`config.mk`:
```
export PLATFORM = sky130hd
export DESIGN_NAME = apv_readout_arbiter
export DESIGN_NICKNAME = d
export VERILOG_FILES = /design/src/rtl/apv_pkg.sv /design/src/rtl/apv_ch_select.sv /design/src/rtl/apv_readout_arbiter.sv
export SDC_FILE = /design/constraint.sdc
export NUM_CORES = 1
export LEC_CHECK = 0
export CORE_MARGIN = 2
export CORE_UTILIZATION = 58
export DETAILED_ROUTE_END_ITERATION = 10
export DONT_BUFFER_PORTS = 1
export HOLD_SLACK_MARGIN = 0.02
export MAX_ROUTING_LAYER = met4
export PLACE_DENSITY = 0.76
export SYNTH_ARGS = -nofsm -noshare
export SYNTH_HDL_FRONTEND = slang
export SYNTH_SLANG_ARGS = --single-unit
```
`constraint.sdc`:
```
create_clock -name CLK -period 2.25 [get_ports CLK]
set_clock_uncertainty 0.2 [all_clocks]
set_input_delay 0.45 -clock CLK [delete_from_list [all_inputs] [get_ports CLK]]
set_output_delay 0.45 -clock CLK [all_outputs]
set_load 0.01 [all_outputs]
```
`src/rtl/apv_pkg.sv`:
```
// Shared constants and FSM encoding for the APV readout arbiter.
package apv_pkg;

  localparam int unsigned APV_WORDS  = 130;
  localparam int unsigned APV_WORD_W = 13;
  localparam int unsigned CH_W       = 3;

  typedef enum logic [2:0] {
    StIdle,
    StWaitAll,
    StSelect,
    StRead,
    StMean,
    StDone
  } apv_state_e;

endpackage

```
`src/rtl/apv_ch_select.sv`:
```
// Lowest-index channel picker over the set of still-unserved masked channels.
module apv_ch_select
  import apv_pkg::*;
#(
  parameter int unsigned N_CH = 8
) (
  input  logic [N_CH-1:0] mask_i,
  output logic [CH_W-1:0] idx_o,
  output logic            none_o
);

  // Descending scan so the lowest set bit is the last one written.
  always_comb begin
    idx_o  = '0;
    none_o = 1'b1;
    for (int i = N_CH - 1; i >= 0; i--) begin
      if (mask_i[i]) begin
        idx_o  = CH_W'(i);
        none_o = 1'b0;
      end
    end
  end

endmodule

```
`src/rtl/apv_readout_arbiter.sv`:
```
// Serialises one complete APV event (130 words per masked channel) from per-channel
// FIFOs onto a single valid/ready stream, with frame-number and timeout checking.
module apv_readout_arbiter
  import apv_pkg::*;
#(
  parameter int unsigned N_CH    = 8,
  parameter int unsigned TIMEOUT = 1023
) (
  input  logic                       CLK,
  input  logic                       RSTb,
  input  logic                       ENABLE,
  input  logic [N_CH-1:0]            CH_MASK,
  input  logic [N_CH-1:0]            CH_EVENT_READY,
  input  logic [N_CH-1:0]            CH_FIFO_EMPTY,
  input  logic [APV_WORD_W*N_CH-1:0] CH_FIFO_DATA,
  output logic [N_CH-1:0]            CH_FIFO_RD,
  output logic [N_CH-1:0]            CH_MEAN_RD,
  output logic [15:0]                OUT_DATA,
  output logic                       OUT_VALID,
  input  logic                       OUT_READY,
  output logic                       OUT_FIRST,
  output logic                       OUT_LAST,
  output logic [23:0]                EVENT_COUNT,
  output logic                       BUSY,
  output logic                       TIMEOUT_ERR,
  output logic                       FRAME_ERR
);

  localparam int unsigned TW        = $clog2(TIMEOUT + 1);
  localparam logic [7:0]  NUM_WORDS = 8'(APV_WORDS);
  localparam logic [7:0]  LAST_WORD = 8'(APV_WORDS - 1);

  apv_state_e            state_q, state_d;
  logic [N_CH-1:0]       mask_q, mask_d, served_q, served_d;
  logic [CH_W-1:0]       sel_q, sel_d;
  logic                  first_ch_q, first_ch_d, pending_q, pending_d;
  logic [7:0]            rd_cnt_q, rd_cnt_d, word_q, word_d, ref_q, ref_d;
  logic [TW-1:0]         empty_q, empty_d;
  logic [15:0]           out_data_q, out_data_d;
  logic                  out_valid_q, out_valid_d, out_first_q, out_first_d;
  logic                  out_last_q, out_last_d, to_err_q, to_err_d, fr_err_q, fr_err_d;
  logic [23:0]           evt_q, evt_d;

  logic [CH_W-1:0]       sel_idx;
  logic                  sel_none;
  logic [N_CH-1:0]       sel_oh;
  logic [APV_WORD_W-1:0] fifo_q;
  logic                  cur_empty, rd_fire, timeout_hit, last_word, xfer;

  apv_ch_select #(
    .N_CH(N_CH)
  ) u_sel (
    .mask_i(mask_q & ~served_q),
    .idx_o (sel_idx),
    .none_o(sel_none)
  );

  always_comb begin
    sel_oh    = '0;
    fifo_q    = '0;
    cur_empty = 1'b1;
    for (int i = 0; i < N_CH; i++) begin
      if (sel_q == CH_W'(i)) begin
        sel_oh[i] = 1'b1;
        fifo_q    = CH_FIFO_DATA[i*APV_WORD_W +: APV_WORD_W];
        cur_empty = CH_FIFO_EMPTY[i];
      end
    end
  end

  assign xfer      = out_valid_q & OUT_READY;
  assign last_word = (word_q == LAST_WORD);
  assign rd_fire   = (state_q == StRead) && !cur_empty && !pending_q &&
                     (!out_valid_q || OUT_READY) && (rd_cnt_q < NUM_WORDS);
  // Trailer capture takes priority over a coincident timeout.
  assign timeout_hit = (state_q == StRead) && cur_empty && !(pending_q && last_word) &&
                       (empty_q == TW'(TIMEOUT - 1));

  always_ff @(posedge CLK or negedge RSTb) begin
    if (!RSTb) state_q <= StIdle;
    else       state_q <= state_d;
  end

  always_comb begin
    state_d = state_q;
    unique case (state_q)
      StIdle:    if (ENABLE && |CH_MASK) state_d = StWaitAll;
      StWaitAll: begin
        if (!ENABLE || CH_MASK == '0)                        state_d = StIdle;
        else if ((CH_EVENT_READY & CH_MASK) == CH_MASK)      state_d = StSelect;
      end
      StSelect:  state_d = sel_none ? StDone : StRead;
      StRead: begin
        if (pending_q && last_word) state_d = StMean;
        else if (timeout_hit)       state_d = StIdle;
      end
      StMean:    state_d = sel_none ? StDone : StSelect;
      StDone:    if (!out_valid_q || OUT_READY) state_d = StIdle;
      default:   state_d = StIdle;
    endcase
  end

  always_comb begin
    mask_d      = mask_q;
    served_d    = served_q;
    sel_d       = sel_q;
    first_ch_d  = first_ch_q;
    pending_d   = pending_q;
    rd_cnt_d    = rd_cnt_q;
    word_d      = word_q;
    ref_d       = ref_q;
    empty_d     = empty_q;
    out_data_d  = out_data_q;
    out_valid_d = out_valid_q;
    out_first_d = out_first_q;
    out_last_d  = out_last_q;
    evt_d       = evt_q;
    to_err_d    = to_err_q | timeout_hit;
    fr_err_d    = fr_err_q;

    if (state_q == StWaitAll && state_d == StSelect) begin
      mask_d   = CH_MASK;
      served_d = '0;
    end
    if (state_q == StSelect) begin
      sel_d      = sel_idx;
      first_ch_d = (served_q == '0);
      rd_cnt_d   = '0;
      word_d     = '0;
      empty_d    = '0;
      for (int i = 0; i < N_CH; i++) begin
        if (sel_idx == CH_W'(i)) served_d[i] = 1'b1;
      end
    end
    if (rd_fire) begin
      pending_d = 1'b1;
      rd_cnt_d  = rd_cnt_q + 8'd1;
      empty_d   = '0;
    end else if (state_q == StRead && cur_empty) begin
      empty_d = empty_q + TW'(1);
    end

    if (xfer) begin
      out_valid_d = 1'b0;
      out_first_d = 1'b0;
      out_last_d  = 1'b0;
    end
    // A pending word is only ever captured into an empty output register.
    if (pending_q) begin
      pending_d   = 1'b0;
      out_data_d  = {sel_q, fifo_q};
      out_valid_d = 1'b1;
      out_first_d = first_ch_q && (word_q == 8'd0);
      out_last_d  = sel_none && last_word;
      word_d      = word_q + 8'd1;
      if (last_word) begin
        if (first_ch_q)                 ref_d    = fifo_q[7:0];
        else if (fifo_q[7:0] != ref_q)  fr_err_d = 1'b1;
      end
    end

    if (state_q == StDone && state_d == StIdle) evt_d = evt_q + 24'd1;
  end

  always_ff @(posedge CLK or negedge RSTb) begin
    if (!RSTb) begin
      mask_q      <= '0;
      served_q    <= '0;
      sel_q       <= '0;
      first_ch_q  <= 1'b0;
      pending_q   <= 1'b0;
      rd_cnt_q    <= '0;
      word_q      <= '0;
      ref_q       <= '0;
      empty_q     <= '0;
      out_data_q  <= '0;
      out_valid_q <= 1'b0;
      out_first_q <= 1'b0;
      out_last_q  <= 1'b0;
      evt_q       <= '0;
      to_err_q    <= 1'b0;
      fr_err_q    <= 1'b0;
    end else begin
      mask_q      <= mask_d;
      served_q    <= served_d;
      sel_q       <= sel_d;
      first_ch_q  <= first_ch_d;
      pending_q   <= pending_d;
      rd_cnt_q    <= rd_cnt_d;
      word_q      <= word_d;
      ref_q       <= ref_d;
      empty_q     <= empty_d;
      out_data_q  <= out_data_d;
      out_valid_q <= out_valid_d;
      out_first_q <= out_first_d;
      out_last_q  <= out_last_d;
      evt_q       <= evt_d;
      to_err_q    <= to_err_d;
      fr_err_q    <= fr_err_d;
    end
  end

  always_comb begin
    CH_FIFO_RD  = rd_fire ? sel_oh : '0;
    CH_MEAN_RD  = (state_q == StMean) ? sel_oh : '0;
    BUSY        = (state_q != StIdle);
    OUT_DATA    = out_data_q;
    OUT_VALID   = out_valid_q;
    OUT_FIRST   = out_first_q;
    OUT_LAST    = out_last_q;
    EVENT_COUNT = evt_q;
    TIMEOUT_ERR = to_err_q;
    FRAME_ERR   = fr_err_q;
  end

endmodule
```
=== After elaboration in Yosys (flattened, before gate mapping) ===
Cells that the tools add are included.

* Flip-flop bits (word level): 103
* Bits in latches: 0
* Bits in writable memories: 0
* ROM bits: 0
* Bits of input ports: 132
* Memories kept: 0

* $add $sub $neg: 4
* Multipliers: 0
* Div/mod/pow operators: 0
* $lt $le $gt $ge: 1
* Equal/unequal tests: 24
* Shifts and indexed selects: 0
* Multiplexer cells: 73
* Bitwise logic cells: 6
* Reductions and logical operators: 35

{| class="wikitable"
|+ Operators by type and width
! operator !! number
|-
| 2-to-1 mux 13 bit || 8
|-
| 2-to-1 mux 8 bit || 7
|-
| 2-to-1 mux 3 bit || 16
|-
| 2-to-1 mux 1 bit || 38
|-
| equality test 3 bit, second input constant || 10
|-
| 2-to-1 mux 10 bit || 3
|-
| adder 24 x 1 -> 24 bit, second input constant || 1
|-
| zero test 8 bit || 3
|-
| equality test 3 x 2 -> 1 bit, second input constant || 7
|-
| case mux 3 bit (6 select lines) || 1
|-
| adder 8 x 1 -> 8 bit, second input constant || 2
|-
| bitwise AND 8 bit || 2
|-
| logical AND 1 bit || 13
|-
| zero test 3 bit || 4
|-
| adder 10 x 1 -> 10 bit, second input constant || 1
|-
| equality test 10 bit, second input constant || 1
|-
| equality test 3 x 1 -> 1 bit, second input constant || 3
|-
| equality test 8 bit || 1
|-
| equality test 8 bit, second input constant || 1
|-
| less-than comparator 8 bit, second input constant || 1
|-
| != test 8 bit || 1
|-
| NOT 8 bit || 1
|-
| OR reduction 8 bit || 1
|-
| nonzero test 2 bit || 3
|-
| 8 further kinds || 14
|}

=== Depth between registers and ports, before layout ===
* Depth in word-level cells: 20
* Depth in mapped cells: 9

=== Cells and area by module ===
From an unflattened synthesis, not the netlist that was laid out.

* Cell total of the unflattened synthesis: 658
* Area, all modules: 6098.3 um2

{| class="wikitable"
|+ By module, submodules not included
! module !! times used !! cells each !! area each (um2)
|-
| apv_readout_arbiter || 1 || 644 || 6012.0
|-
| apv_ch_select || 1 || 14 || 86.3
|}

=== Least setup slack after synthesis ===
Ideal clock, no wire load.

* Path type: flip-flop to output port
* Start: reg sel_q[1]
* End: out CH_FIFO_RD[0]
* Arrival: 1995 ps
* Required time: 1600 ps
* Path slack: -395 ps
* Stages on the path, launching flop included: 8
* Path buffers: 2
* Cells stage by stage: dfrtp_1 > buf_6 > mux2_4 > mux4_2 > o21ai_2 > nand2_4 > clkbuf_1 > nor3_1

* Longest elaborated chain between the ends: 15
* Elaborated cells between the ends (all ways): 23
* Classes of those cells: eq/ne (7); mux (10); reduce/logical (6)

{| class="wikitable"
|+ RTL lines
! item !! line !! source
|-
| from (decl) || apv_readout_arbiter.sv:35 || <nowiki>logic [CH_W-1:0] sel_q, sel_d;</nowiki>
|-
| from (signal assigned) || apv_readout_arbiter.sv:186 || <nowiki>sel_q <= sel_d;</nowiki>
|-
| zero test 3 bit || apv_readout_arbiter.sv:63 || <nowiki>if (sel_q == CH_W'(i)) begin</nowiki>
|-
| 2-to-1 mux 1 bit (8 in series) || apv_readout_arbiter.sv:63 ||
|-
| zero test 1 bit || apv_readout_arbiter.sv:73 || <nowiki>assign rd_fire = (state_q == StRead) && !cur_empty && !pending_q &&</nowiki>
|-
| logical AND 1 bit (3 in series) || apv_readout_arbiter.sv:73 ||
|-
| logical AND 1 bit || apv_readout_arbiter.sv:74 || <nowiki>(!out_valid_q || OUT_READY) && (rd_cnt_q < NUM_WORDS);</nowiki>
|-
| 2-to-1 mux 8 bit (*) || apv_readout_arbiter.sv:204 || <nowiki>CH_FIFO_RD = rd_fire ? sel_oh : '0;</nowiki>
|-
| to (decl) || apv_readout_arbiter.sv:16 || <nowiki>output logic [N_CH-1:0] CH_FIFO_RD,</nowiki>
|}

Every way passes the cells marked *; elsewhere a longest branch is shown, timed or not.

=== Final worst setup path ===
* Start: reg rd_cnt_q[4]
* End: out CH_FIFO_RD[1]

* Longest elaborated chain between the ends: 3

{| class="wikitable"
|+ RTL lines
! item !! line !! source
|-
| from (decl) || apv_readout_arbiter.sv:37 || <nowiki>logic [7:0] rd_cnt_q, rd_cnt_d, word_q, word_d, ref_q, ref_d;</nowiki>
|-
| from (signal assigned) || apv_readout_arbiter.sv:189 || <nowiki>rd_cnt_q <= rd_cnt_d;</nowiki>
|-
| less-than comparator 8 bit || apv_readout_arbiter.sv:74 ||
|-
| logical AND 1 bit || apv_readout_arbiter.sv:74 ||
|-
| 2-to-1 mux 8 bit || apv_readout_arbiter.sv:204 ||
|}

Every way passes these cells.

==> impl_metrics.yaml <==
sta:
  rsz0062_at_grt: "true"
  hold_viol_final: 103
  finalSetupViolCount: 49
  hold_ws_ns: -0.461
  max_clock_freq_ghz: 0.353
  maxSlewHeadroom_pct: 53.4
  period_share_pct: 126
  post-route-min-period_ns: 2.83
  setup_slack_ns: -0.584
  worst_pin_slew_ns: 0.696
  slew_violations: 0
worst_setup_path:
  critPathRequiredTime_ns: 1.60
  crit_arrival_ns: 2.18
  start_kind: "register"
  crit_fanout: 8
  crit_path_end_kind: "primary output"
  r2r_cells: 10
  r2r_end: "rd_cnt_q[4]$_DFFE_PN0P_"
  critPathKind: "reg2out"
  r2r-start: "rd_cnt_q[4]$_DFFE_PN0P_"
  r2r_slack_ns: -0.37
cells_and_area:
  area_delta_synth_final_pct: 33.0
  fin_util_pct: 79.0
  n_fill_cell: 620
  seqCellArea_um2: 2580
  multi_input_area_um2: 3880
  drive_above_1_share_pct: 35.2
  final_nets: 900
floorplan:
  die_y_um: 106
  rows: 37
  die_area_um2: 11300
  die_w_um: 106
  ios: 194
  core_um2: 10200
  start_util_pct: 59.4
yosys:
  synth_cells: 657
  synth_top_family_by_area: "simple AND/OR/NAND/NOR gates"
  yosys-top-cells-area: "dfrtp_1, mux2_2, nor2_1"
  ys_top_cells_by_count: "dfrtp_1, nor2_1, nand2_1"
  ys_seq_area_share_pct: 42.4
  synth_fa_ha_area_share_pct: 1.44
  synth.distinct_cells: 76
  synth-compound-area-share_pct: 17.2
  yosysMostFrequentCell: "dfrtp_1"
  synthMuxAreaShare_pct: 8.68
  yosysTopAreaCellShare_pct: 42.4
  syn_nets: 796
  yosys_warnings: 0
  synth-edff-count: 0
  yosys_most_used_dff: "dfrtp_1"
  ys_async_sr_fraction_pct: 100
  yosys_register_bits: 103
  yosysTopAreaCell: "dfrtp_1"
  yosys.area_share.simple_pct: 22.7
  synth_xor_area_share_pct: 4.32
  syn_avg_cell_area_um2: 9.25
  netlist_area_um2: 6080
place:
  dp_hpwl_um: 13000
  place_ws_ns: -0.382
  globalplace.congestion: 0.943
  portBuffers: 0
global_route:
  overflow: 0
  grt_pass1_vias: 5688
  gr-usage-all-layers_pct: 32.9
  grt_pass1_wl_um: 28000
  antenna_found_initial: 2
  grt_max_degree: 104
detailed_routing:
  drcViolationCount: 0
  via_count: 5891
  drt_iter0_drc: 479
  wl_per_cell_um: 21.5
  routed_wl_um: 19400
  viasPerCell: 6.52
  dr.pass1.iters: 7
  ant_nets: 0
clock_network:
  ctsHoldBuffers: 5
  cts_made_buffers: 9
  clk_latency_ns: 0.39
  clkTransAtPathRegs_ns: 0.11
  cts_max_path_buffers: 2
  htreeDepth: 3
  cts_root_buf: "clkbuf_8"
  clock-sinks: 103
  cts_tree: "yes"
pwr:
  p_leak_nw: 3.36
  power_density_nw_per_um2: 616
  ir_worst_vdd_mv: 0.475
min_path:
  hold_class: "in2async"
outcome:
  violations: "hold timing, setup timing"
  status: "complete, but fails checks"
flow_run:
  drv_cap: 0
registers in the layout, summed over array words and instances (netlist names):
name	flops
EVENT_COUNT	24
OUT_DATA	16
empty_q	10
mask_q	8
rd_cnt_q	8
ref_q	8
served_q	8
word_q	8
sel_q	3
state_q	3
FRAME_ERR	1
OUT_FIRST	1
OUT_LAST	1
OUT_VALID	1
TIMEOUT_ERR	1
first_ch_q	1
pending_q	1
layout make-up:
class | count | share of cell area [%]
tap | 136 | 2.10
clock inverter | 7 | 1.27
multi-input combinational | 506 | 48.0
antenna | 2 | 0.0619
clock buffer | 9 | 1.53
inverter | 18 | 0.867
sequential | 103 | 31.9
timing repair buffer | 123 | 14.3
worst max-delay path by stage:
| stage | startpoint | endpoint | cells after the start |
|---|---|---|---|
| 4_1_cts | rd_cnt_q[4]$_DFFE_PN0P_ | CH_FIFO_RD[7] | 5 |
| 3_3_place_gp | sel_q[1]$_DFFE_PN0P_ | OUT_DATA[8]$_DFFE_PN0P_ | 9 |
| 5_1_grt | rd_cnt_q[4]$_DFFE_PN0P_ | CH_FIFO_RD[0] | 6 |
| 2_1_floorplan | rd_cnt_q[4]$_DFFE_PN0P_ | CH_FIFO_RD[0] | 6 |
| 3_5_place_dp | sel_q[1]$_DFFE_PN0P_ | OUT_DATA[8]$_DFFE_PN0P_ | 9 |
| 6_report | rd_cnt_q[4]$_DFFE_PN0P_ | CH_FIFO_RD[1] | 6 |
power by group:
| part | internal, mW | switching [mW] |
|---|---|---|
| clock network | 0.641 | 0.702 |
| logic | 0.609 | 0.624 |
| registers | 2.11 | 0.301 |
| total | 3.36 | 1.63 |
cell usage in the layout (no fill, tap or decap), types with 8 or more instances in the layout:
| master | synthesis | layout |
|---|---|---|
| dfrtp_1 | 103 | 100 |
| buf_4 | 1 | 82 |
| nand2_1 | 60 | 56 |
| nor2_1 | 68 | 49 |
| buf_6 | 1 | 29 |
| o21ai_0 | 41 | 26 |
| nand3_1 | 28 | 24 |
| mux2_2 | 26 | 24 |
| a21oi_1 | 29 | 21 |
| xnor2_1 | 20 | 18 |
| nand2b_1 | 19 | 16 |
| inv_1 | 15 | 14 |
| o21ai_1 | 8 | 14 |
| nor2b_1 | 17 | 13 |
| nand4_1 | 13 | 13 |
| mux2i_1 | 13 | 13 |
| nor2_4 | 0 | 12 |
| xor2_1 | 10 | 10 |
| and3_1 | 9 | 9 |
| o21ai_2 | 1 | 9 |
| a21oi_2 | 1 | 9 |
| clkbuf_8 | 0 | 9 |
| a22o_1 | 8 | 8 |
layer usage:
layer | global-route usage [%] | share of wire (%)
met4 | 16.8 | 4.9
met5 | - | 0
met1 | 38.7 | 39
met3 | 8.46 | 8.3
met2 | 52.3 | 48
cells by family (layout without fill, tap and decap cells):
kind of cell,count (synthesis),in the layout
multiplexers,44,44
adder cells (fa/ha/maj),7,7
flip-flops,103,103
AO/OA/AOI/OAI,154,154
buffers and inverters,48,157
AND/OR/NAND/NOR,271,271
other,0,2
XOR/XNOR,30,30
stage by stage:
step                hold slack [ns]  area (um2)  TNS [ns]  std cells  power [mW]
finish                       -0.461        8080    -10.31        904        4.98
global route                 -0.477        8080    -12.88        904        5.22
CTS                          -0.469        7630     -7.27        886        4.85
detailed placement          -0.0434        6860     -3.25        849        3.44
global placement            -0.0434        6860     -1.89        849        3.37
floorplan                   -0.0456        6170     -1.99        657        3.05
what timing repair did:
action | CTS | global route
endpoints found under the hold margin | 108 | 103
pin swaps | 17 | 49
gates resized for setup | 84 | 81
cloned | 2 | 1
endpoints found under the setup margin | 44 | 76
setup buffers | 14 | 20
critical path: stages (launching register included):
cell and delay [ns]:
dfrtp_1 0.40, or4_1 0.52, o31a_1 0.28, nor3_4 0.15, buf_6 0.14, nand2_8 0.11
nor3_4 0.19
(Power assumes the default switching activity.)
